===== src/rtl/alu_seq_ctrl_if.sv =====
// alu_seq_ctrl_if: issue handshake and datapath control bundle for alu_seq_ctrl.
// master = issuing logic / datapath side, slave = the sequencer.
interface alu_seq_ctrl_if;
  logic        s;
  logic        load;
  logic [15:0] in;
  logic        w;
  logic [2:0]  readnum;
  logic [2:0]  writenum;
  logic        write;
  logic [1:0]  vsel;
  logic        loada;
  logic        loadb;
  logic        loadc;
  logic        loads;
  logic        asel;
  logic        bsel;
  logic [1:0]  ALUop;
  logic [1:0]  shift;
  logic [15:0] sximm8;
  logic        err;

  modport master (
    output s, load, in,
    input  w, readnum, writenum, write, vsel, loada, loadb, loadc, loads,
           asel, bsel, ALUop, shift, sximm8, err
  );

  modport slave (
    input  s, load, in,
    output w, readnum, writenum, write, vsel, loada, loadb, loadc, loads,
           asel, bsel, ALUop, shift, sximm8, err
  );
endinterface


===== src/rtl/alu_seq_ctrl.sv =====
// alu_seq_ctrl: instruction sequencer for the register-file/shifter/ALU datapath.
// Latches a 16-bit instruction in WAIT and steps a Moore FSM that drives one
// datapath strobe group per clock. Optional feature: define ALU_SEQ_TRAP_EN to
// park illegal opcodes in a TRAP state (err=1) until reset.
module alu_seq_ctrl (
  input  logic         clk,
  input  logic         reset,
  alu_seq_ctrl_if.slave bus
);

  typedef enum logic [2:0] {
    ST_WAIT,
    ST_DECODE,
    ST_GET_A,
    ST_GET_B,
    ST_EXEC,
    ST_WR_REG,
    ST_WR_IMM
`ifdef ALU_SEQ_TRAP_EN
    , ST_TRAP
`endif
  } state_t;

  typedef struct packed {
    logic       w;
    logic [2:0] readnum;
    logic [2:0] writenum;
    logic       write;
    logic [1:0] vsel;
    logic       loada;
    logic       loadb;
    logic       loadc;
    logic       loads;
    logic       asel;
    logic [1:0] aluop;
    logic       err;
  } ctrl_t;

  state_t      state_q, state_d;
  logic [15:0] ir_q, ir_d;
  ctrl_t       outs_q, outs_d;

  // Instruction classes of the latched IR (used while in DECODE)
  logic [2:0] opcode;
  logic [1:0] op;
  logic       is_mov_imm, is_mov_reg, is_alu, is_mvn;

  assign opcode     = ir_q[15:13];
  assign op         = ir_q[12:11];
  assign is_mov_imm = (opcode == 3'b110) && (op == 2'b10);
  assign is_mov_reg = (opcode == 3'b110) && (op == 2'b00);
  assign is_alu     = (opcode == 3'b101);
  assign is_mvn     = is_alu && (op == 2'b11);

  // Moore output decode for a given state and instruction word
  function automatic ctrl_t moore_out(input state_t st, input logic [15:0] ir);
    ctrl_t o;
    o = '0;
    case (st)
      ST_WAIT:   o.w = 1'b1;
      ST_GET_A:  begin
        o.readnum = ir[10:8];
        o.loada   = 1'b1;
      end
      ST_GET_B:  begin
        o.readnum = ir[2:0];
        o.loadb   = 1'b1;
      end
      ST_EXEC:   begin
        o.aluop = (ir[15:13] == 3'b101) ? ir[12:11] : 2'b00;
        o.asel  = (ir[15:13] == 3'b110);
        if ((ir[15:13] == 3'b101) && (ir[12:11] == 2'b01))
          o.loads = 1'b1;
        else
          o.loadc = 1'b1;
      end
      ST_WR_REG: begin
        o.writenum = ir[7:5];
        o.vsel     = 2'b00;
        o.write    = 1'b1;
      end
      ST_WR_IMM: begin
        o.writenum = ir[10:8];
        o.vsel     = 2'b10;
        o.write    = 1'b1;
      end
`ifdef ALU_SEQ_TRAP_EN
      ST_TRAP:   o.err = 1'b1;
`endif
      default:   ;
    endcase
    return o;
  endfunction

  // Next-state / next-IR selection; outputs decoded from the upcoming state
  always_comb begin
    state_d = state_q;
    ir_d    = ir_q;
    case (state_q)
      ST_WAIT: begin
        if (bus.load) ir_d = bus.in;
        if (bus.s) state_d = ST_DECODE;
      end
      ST_DECODE: begin
        if (is_mov_imm)
          state_d = ST_WR_IMM;
        else if (is_mov_reg || is_mvn)
          state_d = ST_GET_B;
        else if (is_alu)
          state_d = ST_GET_A;
        else
`ifdef ALU_SEQ_TRAP_EN
          state_d = ST_TRAP;
`else
          state_d = ST_WAIT;
`endif
      end
      ST_GET_A:  state_d = ST_GET_B;
      ST_GET_B:  state_d = ST_EXEC;
      ST_EXEC:   state_d = (is_alu && (op == 2'b01)) ? ST_WAIT : ST_WR_REG;
      ST_WR_REG: state_d = ST_WAIT;
      ST_WR_IMM: state_d = ST_WAIT;
`ifdef ALU_SEQ_TRAP_EN
      ST_TRAP:   state_d = ST_TRAP;
`endif
      default:   state_d = ST_WAIT;
    endcase
    outs_d = moore_out(state_d, ir_d);
  end

  // State, IR and output registers. Outputs are registered from the next
  // state and next IR, so they always equal the Moore decode of the current
  // state/IR while being glitch-free; async reset lands them on WAIT at once.
  always_ff @(posedge clk or posedge reset) begin
    if (reset) begin
      state_q <= ST_WAIT;
      ir_q    <= '0;
      outs_q  <= moore_out(ST_WAIT, '0);
    end else begin
      state_q <= state_d;
      ir_q    <= ir_d;
      outs_q  <= outs_d;
    end
  end

  assign bus.w        = outs_q.w;
  assign bus.readnum  = outs_q.readnum;
  assign bus.writenum = outs_q.writenum;
  assign bus.write    = outs_q.write;
  assign bus.vsel     = outs_q.vsel;
  assign bus.loada    = outs_q.loada;
  assign bus.loadb    = outs_q.loadb;
  assign bus.loadc    = outs_q.loadc;
  assign bus.loads    = outs_q.loads;
  assign bus.asel     = outs_q.asel;
  assign bus.bsel     = 1'b0;
  assign bus.ALUop    = outs_q.aluop;
  assign bus.err      = outs_q.err;
  assign bus.shift    = ir_q[4:3];
  assign bus.sximm8   = {{8{ir_q[7]}}, ir_q[7:0]};

endmodule


===== src/flat_wrapper.sv =====
// flat-port wrapper written by rule: the top's interface ports become plain ports
module alu_seq_ctrl_flat 
  (clk, reset, bus_s, bus_load, bus_in, bus_w, bus_readnum, bus_writenum, bus_write, bus_vsel, bus_loada, bus_loadb, bus_loadc, bus_loads, bus_asel, bus_bsel, bus_ALUop, bus_shift, bus_sximm8, bus_err);
  alu_seq_ctrl_if bus_i ();
  input  logic clk;
  input  logic reset;
  input wire logic [$bits(bus_i.s)-1:0] bus_s;
  input wire logic [$bits(bus_i.load)-1:0] bus_load;
  input wire logic [$bits(bus_i.in)-1:0] bus_in;
  output wire logic [$bits(bus_i.w)-1:0] bus_w;
  output wire logic [$bits(bus_i.readnum)-1:0] bus_readnum;
  output wire logic [$bits(bus_i.writenum)-1:0] bus_writenum;
  output wire logic [$bits(bus_i.write)-1:0] bus_write;
  output wire logic [$bits(bus_i.vsel)-1:0] bus_vsel;
  output wire logic [$bits(bus_i.loada)-1:0] bus_loada;
  output wire logic [$bits(bus_i.loadb)-1:0] bus_loadb;
  output wire logic [$bits(bus_i.loadc)-1:0] bus_loadc;
  output wire logic [$bits(bus_i.loads)-1:0] bus_loads;
  output wire logic [$bits(bus_i.asel)-1:0] bus_asel;
  output wire logic [$bits(bus_i.bsel)-1:0] bus_bsel;
  output wire logic [$bits(bus_i.ALUop)-1:0] bus_ALUop;
  output wire logic [$bits(bus_i.shift)-1:0] bus_shift;
  output wire logic [$bits(bus_i.sximm8)-1:0] bus_sximm8;
  output wire logic [$bits(bus_i.err)-1:0] bus_err;
  assign bus_i.s = bus_s;
  assign bus_i.load = bus_load;
  assign bus_i.in = bus_in;
  assign bus_w = bus_i.w;
  assign bus_readnum = bus_i.readnum;
  assign bus_writenum = bus_i.writenum;
  assign bus_write = bus_i.write;
  assign bus_vsel = bus_i.vsel;
  assign bus_loada = bus_i.loada;
  assign bus_loadb = bus_i.loadb;
  assign bus_loadc = bus_i.loadc;
  assign bus_loads = bus_i.loads;
  assign bus_asel = bus_i.asel;
  assign bus_bsel = bus_i.bsel;
  assign bus_ALUop = bus_i.ALUop;
  assign bus_shift = bus_i.shift;
  assign bus_sximm8 = bus_i.sximm8;
  assign bus_err = bus_i.err;
  alu_seq_ctrl u_core (.clk(clk), .reset(reset), .bus(bus_i));
endmodule

===== config.mk =====
export PLATFORM = sky130hd
export DESIGN_NAME = alu_seq_ctrl_flat
export DESIGN_NICKNAME = d
export VERILOG_FILES = /design/src/rtl/alu_seq_ctrl_if.sv /design/src/rtl/alu_seq_ctrl.sv /design/src/flat_wrapper.sv
export SDC_FILE = /design/constraint.sdc
export NUM_CORES = 1
export LEC_CHECK = 0
export ABC_AREA = 0
export CORE_ASPECT_RATIO = 0.75
export CORE_MARGIN = 2
export CORE_UTILIZATION = 50
export CTS_BUF_LIST = sky130_fd_sc_hd__clkbuf_4 sky130_fd_sc_hd__clkbuf_8
export DETAILED_ROUTE_END_ITERATION = 16
export PLACE_DENSITY_LB_ADDON = 0.25
export SLEW_MARGIN = 30
export SYNTH_ARGS = -nofsm -noshare
export SYNTH_HDL_FRONTEND = slang
export SYNTH_SLANG_ARGS = --single-unit

===== constraint.sdc =====
create_clock -name clk -period 2.8 [get_ports clk]
set_clock_uncertainty 0.1 [all_clocks]
set_input_delay 0.84 -clock clk [delete_from_list [all_inputs] [get_ports clk]]
set_output_delay 0.84 -clock clk [all_outputs]
set_load 0.01 [all_outputs]

==> impl_metrics.py, run 1 <==
metrics = {
    "status": {
        "status": "complete, no violations",
    },
    "floorplan": {
        "fp.coreArea_mm2": 0.00322,
        "io-pin-count": 57,
        "die_w_um": 70.2,
        "die_h_um": 53.7,
        "row_count": 18,
        "dieArea_mm2": 0.00377,
        "initial_core_util": 0.511,
    },
    "detailed_routing": {
        "final_antenna_net_count": 0,
        "wl_per_cell_um": 14.1,
        "route.detailed.drc": 0,
        "drt-total-wl_um": 3110,
        "vias": 1129,
        "drtPass1Iterations": 4,
        "dr.first_iter.drc_count": 65,
        "viasPerCell": 5.11,
    },
    "critical_path": {
        "end_kind": "output port",
        "path_cells": "clkdlybuf4s50_1",
        "slowest_stage": "clkdlybuf4s50_1",
        "required_ps": 1860,
        "crit_fanout": 10,
        "cp.arrival_ps": 1390,
        "r2r_end": "u_core.bus.readnum[2]$_DFF_PP0_",
        "crit_type": "reg -> out",
        "cp-start-kind": "flip-flop",
        "critPathTopFamily": "buffers and inverters",
        "worstReg2RegStart": "u_core.state_q[2]$_DFF_PP0_",
        "cp_slowest_stage_delay_ps": 610,
        "path_buf_inv": 1,
        "r2r_slack_ps": 980,
        "reg2reg_depth": 5,
    },
    "clock_tree": {
        "post-cts-setup-buffers": 0,
        "htree_num_levels": 2,
        "clkTransAtPathRegs_ps": 70,
        "clockRootBuffer": "clkbuf_8",
        "holdBufCountCts": 0,
        "numCtsBuffers": 5,
        "clkSinkCount": 35,
        "cts_tree": "built",
        "cts_max_path_buffers": 2,
        "ctsResizeCount": 0,
        "clk_latency_ps": 280,
    },
    "synth": {
        "synth_seq_cells": 35,
        "syn_inst": 141,
        "yosys.area.top_type_share": 0.517,
        "synth.distinct_cells": 34,
        "syn_avg_cell_area_um2": 11.7,
        "yosys.area.top_type": "dfrtp_1",
        "ys_seq_area_frac": 0.533,
        "synthTopCellsByArea": "dfrtp_1, buf_4, mux2_2",
        "yosys_warnings": 0,
        "synth_ff_type": "dfrtp_1",
        "synth_edf_count": 0,
        "syn_area_mm2": 0.00165,
        "synthArstFlopShare": 1.00,
    },
    "min_path": {
        "min_path_type": "reg -> reg",
        "min_path_cells": 1,
        "hold_path_end": "u_core.ir_q[8]$_DFF_PP0_",
        "worstHoldStart": "u_core.ir_q[8]$_DFF_PP0_",
    },
    "power": {
        "p_per_area_mw_per_mm2": 1100,
        "vdd_ir_drop_max_uv": 522,
        "leakage_nw": 0.983,
    },
    "final_layout": {
        "nNetsFinal": 201,
        "layout_commonest_cell": "clkdlybuf4s50_1",
        "mostFrequentLayoutCells": "clkdlybuf4s50_1, dfrtp_1, mux2_2",
        "insertedDiodeCount": 0,
        "drive_gt1_frac": 0.144,
        "fin_area_mm2": 0.00218,
        "syn_to_final_growth_pct": 32.5,
        "stdcell_count": 221,
    },
    "global_route": {
        "grt_overflow": 0,
        "antenna_found_initial": 0,
        "grt_max_degree": 36,
        "grt_usage": 0.179,
        "grt_first_pass_wirelength_um": 4970,
        "grt_pass1_vias": 1007,
    },
    "place": {
        "dpl_cell_area_mm2": 0.00209,
        "dp_cells": 214,
        "dp_hpwl_um": 2340,
        "io_buffers": 53,
        "gp_congestion": 0.849,
    },
    "sta": {
        "whs_ps": 415,
        "period_share": 0.834,
        "hold_viol": 0,
        "min_period_ps": 2330,
        "setup_viol": 0,
        "fmax_mhz": 428,
        "setup_tns_ps": 0,
        "finalMaxSlewViolations": 0,
        "rsz0062_at_grt": "false",
    },
    "flow_run": {
        "maxCapViolations": 0,
    },
}
==> worst max-delay path by stage <==
stage	cells after the start	endpoint	slack, ps	start
finish	1	bus_sximm8[11]	470	u_core.ir_q[7]$_DFF_PP0_
floorplan	5	u_core.bus.readnum[0]$_DFF_PP0_	750	bus_load
global placement	6	u_core.bus.readnum[2]$_DFF_PP0_	330	bus_load
CTS	1	bus_sximm8[11]	440	u_core.ir_q[7]$_DFF_PP0_
detailed placement	6	u_core.bus.readnum[2]$_DFF_PP0_	260	bus_load
global route	1	bus_sximm8[14]	390	u_core.ir_q[7]$_DFF_PP0_
==> routing by layer <==
layer	routed length, µm	global-route usage	vias to the layer above
met1	1400	0.235	544
met3	226	0.0787	0
met5	0	0	-
met2	1490	0.278	41
met4	0	0.0385	0
li1	-	-	544
==> stage by stage <==
stage / total power, mW / utilization / setup slack (ps)
final: 2.40 / 0.677 / 465
after detailed placement: 2.07 / 0.650 / 261
after floorplan: 1.68 / - / 749
after CTS: 2.43 / 0.677 / 438
after global routing: 2.56 / 0.677 / 392
after global placement: 2.02 / 0.650 / 325
==> Yosys cell counts (2+ instances only) <==
cell / instances
dfrtp_1: 34
buf_4: 23
mux2_2: 13
inv_1: 9
nand3_1: 6
nor2_1: 5
nor2b_1: 5
mux2i_1: 4
nand2_1: 4
a21o_1: 3
nand2b_1: 3
o22ai_1: 3
o2bb2ai_1: 3
a21oi_1: 2
a31oi_1: 2
and3b_1: 2
nand4_1: 2
nor3b_1: 2
==> logic make-up after synthesis <==
group	after synthesis	synth area share
buf+inv	33	0.129
mux	17	0.113
compound gates	18	0.0814
other cells	1	0.00228
simple gates	37	0.141
flops	35	0.533
==> flip-flops by register name, summed over array words and instances, names as in the netlist <==
register / cells
u_core.bus.write: 1
u_core.bus.readnum: 3
u_core.ir_q: 16
u_core.bus.loada: 1
u_core.bus.w: 1
u_core.state_q: 3
u_core.bus.vsel: 1
u_core.bus.loads: 1
u_core.bus.ALUop: 2
u_core.bus.loadc: 1
u_core.bus.asel: 1
u_core.bus.loadb: 1
u_core.bus.writenum: 3
==> where the power goes <==
part	leakage [nW]	internal, mW	switching (mW)
combinational	0.491	0.664	0.493
sequential	0.445	0.710	0.186
clock	0.0470	0.192	0.158
==> layout make-up <==
type / instances / area (µm²)
Clock inverter: 1 / 5.00
Inverter: 9 / 33.8
Clock buffer: 6 / 82.6
Fill cell: 230 / 1040
Sequential cell: 35 / 877
Timing Repair Buffer: 55 / 558
Tap cell: 40 / 50.0
Multi-Input combinational cell: 75 / 573
Note: power is estimated with default switching activity, not from simulation.
==> run 2: changes to the inputs <==
CORE_UTILIZATION = 42   (was 50)
clock period = 2 ns   (was 2.8 ns; I/O delays follow)
==> run 2 against run 1 <==
Compared with the run above: power increased by 61%; combinational power grew 70%; via count up 8.4%; sequential cell count unchanged; cell count grew 10%; register-to-register slack lost 810 ps; die area increased by 18%; critical path depth unchanged; worst setup slack got worse by 390 ps; wire length is 25% higher.
==> impl_metrics.py, run 2 (same netlist as run 1, synthesis figures left out) <==
metrics = {
    "status": {
        "status": "complete, no violations",
    },
    "floorplan": {
        "die_h_um": 58.2,
        "row_count": 19,
        "die_w_um": 76.3,
        "io-pin-count": 57,
        "dieArea_mm2": 0.00444,
        "fp.coreArea_mm2": 0.00371,
        "initial_core_util": 0.444,
    },
    "sta": {
        "rsz0062_at_grt": "false",
        "period_share": 0.965,
        "setup_viol": 0,
        "hold_viol": 0,
        "fmax_mhz": 518,
        "min_period_ps": 1930,
        "finalMaxSlewViolations": 0,
    },
    "final_layout": {
        "largest_reg_flops": 16,
        "mostFrequentLayoutCells": "clkdlybuf4s50_1, dfrtp_1, mux2_4, buf_4, inv_1",
        "num-fill-cells": 302,
        "syn_to_final_growth_pct": 45.4,
        "drive_gt1_frac": 0.245,
        "top_register": "u_core.ir_q",
        "stdcell_count": 244,
        "nNetsFinal": 211,
        "layout_commonest_cell": "clkdlybuf4s50_1",
        "insertedDiodeCount": 0,
    },
    "critical_path": {
        "cp.arrival_ps": 1230,
        "path_cells": "clkdlybuf4s50_1",
        "cp_slowest_stage_delay_ps": 550,
        "crit_type": "reg -> out",
        "path_buf_inv": 1,
        "critPathTopFamily": "buffers and inverters",
        "crit_fanout": 2,
        "cp-start-kind": "flip-flop",
        "required_ps": 1300,
        "end_kind": "output port",
        "slowest_stage": "clkdlybuf4s50_1",
    },
    "clock_tree": {
        "clk_latency_ps": 290,
        "htree_num_levels": 2,
        "cts_max_path_buffers": 2,
        "numCtsBuffers": 5,
        "clkSinkCount": 35,
        "clockRootBuffer": "clkbuf_8",
        "cts_tree": "built",
        "clkTransAtPathRegs_ps": 70,
    },
    "detailed_routing": {
        "route.detailed.drc": 0,
        "wl_per_cell_um": 15.9,
        "viasPerCell": 5.02,
        "dr.first_iter.drc_count": 48,
        "final_antenna_net_count": 0,
        "drtPass1Iterations": 4,
        "drt-total-wl_um": 3880,
        "vias": 1224,
    },
    "place": {
        "dp_hpwl_um": 2730,
        "gp_congestion": 0.819,
        "io_buffers": 53,
        "dp_cells": 231,
    },
    "power": {
        "vdd_ir_drop_max_uv": 818,
        "finalPower_mw": 3.86,
        "leakage_nw": 1.15,
        "p_per_area_mw_per_mm2": 1610,
    },
    "global_route": {
        "grt_first_pass_wirelength_um": 6020,
        "grt_usage": 0.178,
        "grt_max_degree": 23,
        "antenna_found_initial": 0,
        "grt_overflow": 0,
        "grt_pass1_vias": 1240,
    },
    "flow_run": {
        "maxCapViolations": 0,
    },
    "min_path": {
        "min_path_type": "reg -> reg",
    },
}
## run 2: cell count changes in the layout (fill, tap and decap cells not counted), moves of 2 or more
| cell | change |
|---|---|
| clkdlybuf4s50_1 | -11 |
| mux2_4 | +9 |
| dlymetal6s2s_1 | +6 |
| buf_4 | +8 |
| dlygate4sd2_1 | +5 |
| mux2i_1 | -3 |
| mux2_2 | -9 |
| buf_6 | +3 |
| mux2i_4 | +2 |
## run 2: per-layer routing
layer	share of wire	global-route usage	vias to the layer above
met3	0.063	0.0576	8
met5	0	0	-
li1	-	-	564
met2	0.45	0.262	40
met1	0.48	0.247	612
met4	0.012	0.0701	0
## run 2: report_power, final
group	switching [mW]	internal, mW
sequential	0.237	0.996
clock	0.250	0.403
combinational	0.859	1.11
total	1.35	2.51
## run 2: final timing paths
kind                                           start                               to  slack, ps  depth (start not counted)
min reg2reg                 u_core.ir_q[8]$_DFF_PP0_         u_core.ir_q[8]$_DFF_PP0_        420                          1
min                         u_core.ir_q[8]$_DFF_PP0_         u_core.ir_q[8]$_DFF_PP0_        420                          1
min in group asynchronous                      reset      u_core.state_q[0]$_DFF_PP0_        530                          3
max in group asynchronous                      reset         u_core.ir_q[7]$_DFF_PP0_       1000                          3
max                         u_core.ir_q[6]$_DFF_PP0_                    bus_sximm8[6]         70                          1
max reg2reg                u_core.ir_q[13]$_DFF_PP0_  u_core.bus.readnum[2]$_DFF_PP0_        170                          4
## run 2: through the flow
stage | setup TNS, ps | area [µm²] | setup slack [ps] | utilization | hold slack, ps
floorplan | 0 | 1650 | 189 | - | 373
global placement | -3380 | 2130 | -238 | 0.575 | 392
detailed placement | -4040 | 2130 | -274 | 0.575 | 410
CTS | 0 | 2250 | 9.10 | 0.607 | 428
global route | 0 | 2390 | 24.8 | 0.645 | 449
finish | 0 | 2390 | 70.9 | 0.645 | 415
## run 2: repair_timing
action,CTS,global route
pin swaps,0,4
gates resized for setup,6,31
endpoints found under the setup margin,10,12
cloned,0,1
buffers inserted,1,3
hold buffers,0,0
## run 2: worst register-to-register path, stage by stage, from the launching register on
cell and delay (ps):
dfrtp_1 430, or4b_1 560, a21o_1 290, a21oi_4 250, o2bb2ai_1 140
## run 2: cell type report
cell class / count / area, µm² / area share
clock buffers: 6 / 82.6 / 0.0345
clock inverters: 2 / 35.0 / 0.0146
multi-input cells: 75 / 657 / 0.275
inverters: 9 / 33.8 / 0.0141
flip-flops and latches: 35 / 878 / 0.367
repair buffers: 65 / 641 / 0.268
well taps: 52 / 65.1 / 0.0272
